--- config.mk ---
export PLATFORM = sky130hd
export DESIGN_NAME = boss_projectile_engine
export DESIGN_NICKNAME = d
export VERILOG_FILES = /design/src/rtl/boss_projectile_engine.sv
export SDC_FILE = /design/constraint.sdc
export NUM_CORES = 1
export LEC_CHECK = 0
export BUFFER_PORTS_ARGS = -buffer_cell sky130_fd_sc_hd__buf_2
export CORE_MARGIN = 5
export CORE_UTILIZATION = 64
export CTS_BUF_LIST = sky130_fd_sc_hd__clkbuf_8
export CTS_CLUSTER_DIAMETER = 120
export DETAILED_ROUTE_END_ITERATION = 8
export PLACE_DENSITY_LB_ADDON = 0.3
export RECOVER_POWER = 100
export SETUP_SLACK_MARGIN = 0.15
export SYNTH_ARGS = -nofsm -noshare
export SYNTH_HDL_FRONTEND = slang
export SYNTH_SLANG_ARGS = --single-unit
--- constraint.sdc ---
create_clock -name clk_master -period 10.2 [get_ports clk_master]
set_input_delay 0.51 -clock clk_master [delete_from_list [all_inputs] [get_ports clk_master]]
set_output_delay 0.51 -clock clk_master [all_outputs]
set_load 0.05 [all_outputs]
--- src/rtl/boss_projectile_engine.sv ---
// rtl/boss_projectile_engine.sv - boss volley engine: load, frame step, retire, player collision
module boss_projectile_engine #(
  parameter int PROJ_SPEED = 4,
  parameter int DIAG_DX    = 3,
  parameter int BEAM_LIFE  = 45,
  parameter int LEFT_X     = 144,
  parameter int RIGHT_X    = 784,
  parameter int BOTTOM_Y   = 511
) (
  input  logic        clk_master,
  input  logic        rst,
  input  logic        pulse_frame,
  input  logic        bossShoot,
  input  logic [1:0]  attackType,
  input  logic [9:0]  proj1X,
  input  logic [9:0]  proj2X,
  input  logic [9:0]  proj3X,
  input  logic [9:0]  proj4X,
  input  logic [9:0]  proj5X,
  input  logic [8:0]  proj1Y,
  input  logic [8:0]  proj2Y,
  input  logic [8:0]  proj3Y,
  input  logic [8:0]  proj4Y,
  input  logic [8:0]  proj5Y,
  input  logic [9:0]  projW,
  input  logic [8:0]  projH,
  input  logic [9:0]  playerX,
  input  logic [8:0]  playerY,
  input  logic [9:0]  playerW,
  input  logic [8:0]  playerH,
  output logic [4:0]  projActive,
  output logic [49:0] projXBus,
  output logic [44:0] projYBus,
  output logic [9:0]  projWOut,
  output logic [8:0]  projHOut,
  output logic [1:0]  projType,
  output logic        playerHit
);

  localparam logic [1:0] ATK_BEAM = 2'b01;
  localparam logic [1:0] ATK_DIAG = 2'b10;
  localparam logic [1:0] ATK_NONE = 2'b11;

  typedef enum logic [1:0] {S_IDLE, S_FLYING, S_BEAM} state_t;

  state_t           state_q, state_d;
  logic [4:0][9:0]  x_q, x_d, spawn_x;
  logic [4:0][8:0]  y_q, y_d, spawn_y;
  logic [4:0]       act_q, act_d, overlap, retire;
  logic [9:0]       w_q, w_d;
  logic [8:0]       h_q, h_d;
  logic [1:0]       type_q, type_d;
  logic [5:0]       cnt_q, cnt_d;
  logic             done_q, done_d, hit_q, hit_d;

  assign spawn_x = {proj5X, proj4X, proj3X, proj2X, proj1X};
  assign spawn_y = {proj5Y, proj4Y, proj3Y, proj2Y, proj1Y};

  // All geometry is evaluated at 11 bits so sums of 10-bit operands never wrap.
  always_comb begin
    overlap = '0;
    retire  = '0;
    for (int i = 0; i < 5; i++) begin
      overlap[i] = ({1'b0, x_q[i]} < ({1'b0, playerX} + {1'b0, playerW})) &&
                   ({1'b0, playerX} < ({1'b0, x_q[i]} + {1'b0, w_q})) &&
                   ({2'b0, y_q[i]} < ({2'b0, playerY} + {2'b0, playerH})) &&
                   ({2'b0, playerY} < ({2'b0, y_q[i]} + {2'b0, h_q}));
      retire[i]  = ({2'b0, y_q[i]} + 11'(PROJ_SPEED) + {2'b0, h_q}) > 11'(BOTTOM_Y);
    end
    if (type_q == ATK_DIAG) begin
      if ({1'b0, x_q[0]} < 11'(LEFT_X + DIAG_DX))
        retire[0] = 1'b1;
      if (({1'b0, x_q[1]} + 11'(DIAG_DX) + {1'b0, w_q}) > 11'(RIGHT_X))
        retire[1] = 1'b1;
    end
  end

  always_comb begin
    state_d = state_q;
    x_d     = x_q;
    y_d     = y_q;
    act_d   = act_q;
    w_d     = w_q;
    h_d     = h_q;
    type_d  = type_q;
    cnt_d   = cnt_q;
    done_d  = done_q;
    hit_d   = 1'b0;
    if (bossShoot) begin
      if (attackType != ATK_NONE) begin
        for (int i = 0; i < 5; i++) begin
          x_d[i]   = spawn_x[i];
          y_d[i]   = spawn_y[i];
          act_d[i] = (spawn_x[i] != '0) || (spawn_y[i] != '0);
        end
        w_d     = projW;
        h_d     = projH;
        type_d  = attackType;
        cnt_d   = '0;
        done_d  = 1'b0;
        state_d = (act_d == '0) ? S_IDLE : ((attackType == ATK_BEAM) ? S_BEAM : S_FLYING);
      end
    end else if (pulse_frame) begin
      case (state_q)
        S_FLYING: begin
          for (int i = 0; i < 5; i++) begin
            if (act_q[i]) begin
              if (overlap[i]) begin
                act_d[i] = 1'b0;
                hit_d    = 1'b1;
              end else if (retire[i]) begin
                act_d[i] = 1'b0;
              end else begin
                y_d[i] = y_q[i] + 9'(PROJ_SPEED);
                if (type_q == ATK_DIAG && i == 0) x_d[i] = x_q[i] - 10'(DIAG_DX);
                if (type_q == ATK_DIAG && i == 1) x_d[i] = x_q[i] + 10'(DIAG_DX);
              end
            end
          end
        end
        S_BEAM: begin
          if (!done_q && ((overlap & act_q) != '0)) begin
            hit_d  = 1'b1;
            done_d = 1'b1;
          end
          // Compare before incrementing so the beam stays lit for BEAM_LIFE frames.
          if (cnt_q == 6'(BEAM_LIFE - 1))
            act_d = '0;
          else
            cnt_d = cnt_q + 6'd1;
        end
        default: ;
      endcase
      if (act_d == '0)
        state_d = S_IDLE;
    end
  end

  always_ff @(posedge clk_master or posedge rst) begin
    if (rst) begin
      state_q <= S_IDLE;
      x_q     <= '0;
      y_q     <= '0;
      act_q   <= '0;
      w_q     <= '0;
      h_q     <= '0;
      type_q  <= '0;
      cnt_q   <= '0;
      done_q  <= 1'b0;
      hit_q   <= 1'b0;
    end else begin
      state_q <= state_d;
      x_q     <= x_d;
      y_q     <= y_d;
      act_q   <= act_d;
      w_q     <= w_d;
      h_q     <= h_d;
      type_q  <= type_d;
      cnt_q   <= cnt_d;
      done_q  <= done_d;
      hit_q   <= hit_d;
    end
  end

  assign projActive = act_q;
  assign projXBus   = x_q;
  assign projYBus   = y_q;
  assign projWOut   = w_q;
  assign projHOut   = h_q;
  assign projType   = type_q;
  assign playerHit  = hit_q;

endmodule
==> out/metrics.yaml <==
status: "finished, violations left"
violations: "max-capacitance violations, max-slew violations"
synthTopCellsByCount: "ha_1, nand2_1, dfrtp_1, a21oi_1, o21ai_0"
grt_overflow: 0
numClockSinks: 131
required_ps: 10550
start_util_pct: 64.41
worst-r2r-setup-slack_ps: 4410
clk_latency_ps: 480
root_buffer: "clkbuf_8"
slew_violations: 303
worst_clock_skew_ps: 27.81
dieArea_sq_mm: 0.02933
critPathMaxStageDelay_ps: 2290
rsz0062_at_grt: "no"
seq_area_frac_synth_pct: 19.70
grt_pass1_vias: 16440
area_growth_pct: 11.47
cp-endpoint: "projYBus[43]"
arrival_ps: 6500
port_buffers: 279
vdd_drop_max_mv: 0.1337
cts_tree: "yes"
cts_made_buffers: 17
synth.area.top_cells: "ha_1, dfrtp_1, fa_1, nand2_1, a21oi_1"
synthCells: 1923
startpoint: "bossShoot"
max_freq_mhz: 162.6
grt_max_degree: 75
routed_via_density: 6.563
via_count: 16660
syn_nets: 2472
postCtsSetupBuffers: 0
clk_pin_slew_ps: 120
ios: 280
async_flop_share_pct: 100.0
tightest_slew_ps: 3370
synth_area_per_cell_sq_um: 8.654
fin_crit_sh_pct: 60.30
worstPathCellList: "clkbuf_1, inv_1, a21oi_1, clkbuf_1, a31o_1, mux2i_1, nand2_1"
maxCapViolations: 7
hp-class: "in -> reg"
place_ws_ps: 4924
yosysWarnings: 0
slowest_stage: "clkbuf_1"
track_usage_pct: 38.00
period_needed_ps: 6151
critPathKind: "in -> reg"
diodes: 0
chipHeight_um: 171.3
p_per_area_mw_per_mm2: 219.9
die_x_um: 171.3
end_kind: "flip-flop"
place_hpwl_mm: 44.80
grt_antenna_before_repair: 0
synth-seq-cells: 131
critPathMaxFanout: 69
fin_nets: 2740
drt_first_pass_iters: 6
clockBufferDepth: 2
placeableCoreArea_sq_mm: 0.02584
globalplace.congestion: 1.008
leakagePower_nw: 9.132
setup_viol: 0
path_depth: 7
maxSlewHeadroom_pct: -125.9
cts_hold_buf: 0
drive_above_1_share_pct: 9.936
yosys.area.top_type: "ha_1"
ant_nets: 0
h-tree-depth: 4
synth.top_cell.area_share_pct: 25.26
crit_path_start_kind: "input pin"
syn_area_sq_mm: 0.01664
rr_worst_depth: 16
path_buf_inv: 3
synthFlopType: "dfrtp_1"
drc_errors: 0
worstReg2RegStart: "projWOut[0]"
finalHoldViolations: 0
grt_first_pass_wirelength_mm: 87.70
post_cts_resized: 0
synth_edf_count: 0
timing.rr.end: "projXBus[8]"
synth.most_common_cell: "ha_1"
setup_tns_ps: 0
cp_top_family: "buffers and inverters"
drt-initial-drc-count: 1531
crit_top_cell: "clkbuf_1"
wl_per_cell_um: 22.30
synth_cell_types: 81
setup_slack_ps: 4049
std_cell_rows: 59
routed_wl_mm: 56.61
kinds of logic after synthesis:
family                   count (synthesis)  synth area share, %
AND/OR/NAND/NOR                        583                16.62
AO/OA/AOI/OAI                          536                21.43
adder cells (fa/ha/maj)                393                32.01
buffers and inverters                  161                3.699
flip-flops                             131                19.70
XOR/XNOR                                91                4.789
multiplexers                            28                1.752
cell type report:
class	instances	area (sq um)
clock buffers	17	234.0
clock inverters	15	160.2
fillers	2152	7287
inverters	122	459.2
multi-input cells	1631	12700
flip-flops and latches	131	3278
well taps	335	419.2
repair buffers	288	1295
how the worst min path moves through the flow:
| stage | slack (ps) | from | endpoint | cells after the start |
|---|---|---|---|---|
| 2_1_floorplan | 480 | cnt_q[1] | cnt_q[1] | 2 |
| 3_3_place_gp | 500 | done_q | done_q | 2 |
| 6_report | 210 | projH[3] | projHOut[3] | 3 |
| 5_1_grt | 210 | projH[3] | projHOut[3] | 3 |
| 4_1_cts | 170 | rst | projXBus[44] | 2 |
| 3_5_place_dp | 530 | done_q | done_q | 2 |
registers in the layout (all words and copies together) (netlist names), 2 cells and up:
signal / flops
state_q: 2
projActive: 5
projYBus: 45
projXBus: 50
projWOut: 10
cnt_q: 6
projHOut: 9
projType: 2
worst register-to-register path: stages, from the launching register on:
cell       delay [ps]
dfrtp_1           530
ha_1              290
fa_1              430
a211oi_1          390
o21ai_0           160
o211ai_1          190
a21oi_1           140
or2_2             310
ha_1              290
a2111oi_0         420
a311o_1           280
nor3_1             90
a211oi_1          330
a211oi_1          140
o21ai_0          1290
o21ai_0           250
o21ai_0           160
routing by layer:
metal	global-route usage, %	up-vias	wire length, um
met5	0	-	0
met4	20.50	0	3520
met3	6.780	253	5089
met2	62.43	929	25980
met1	47.78	7891	22020
li1	-	7591	-
through the flow:
stage / util, % / cells / total power, mW / hold WS, ps / instance area (sq um)
floorplan: - / 1923 / 2.806 / 477.7 / 16640
global placement: 71.17 / 2507 / 3.454 / 497.3 / 18390
detailed placement: 71.17 / 2507 / 3.559 / 526.1 / 18390
CTS: 72.69 / 2539 / 4.060 / 165.6 / 18780
global route: 71.80 / 2539 / 4.414 / 210.2 / 18550
finish: 71.80 / 2539 / 4.080 / 210.7 / 18550
placed cells by master, fill, tap and decap left out, drive strengths merged, types with 22 or more instances in the layout:
cell type	n
xor2	50
nand2b	32
and3	26
inv	131
buf	161
a21oi	131
fa	55
a31oi	28
nor4	34
xnor2	41
nor3	22
nand2	234
a21o	52
clkbuf	144
nand3	52
nor2	102
dfrtp	131
mux2i	22
o21ai	124
ha	336
where the power goes:
group	switching (mW)	total, mW	internal, mW
logic	1.68	2.70	1.02
clock network	0.275	0.480	0.205
registers	0.283	0.899	0.615
total	2.24	4.08	1.84
No activity file was read; power rests on OpenSTA's default activity.
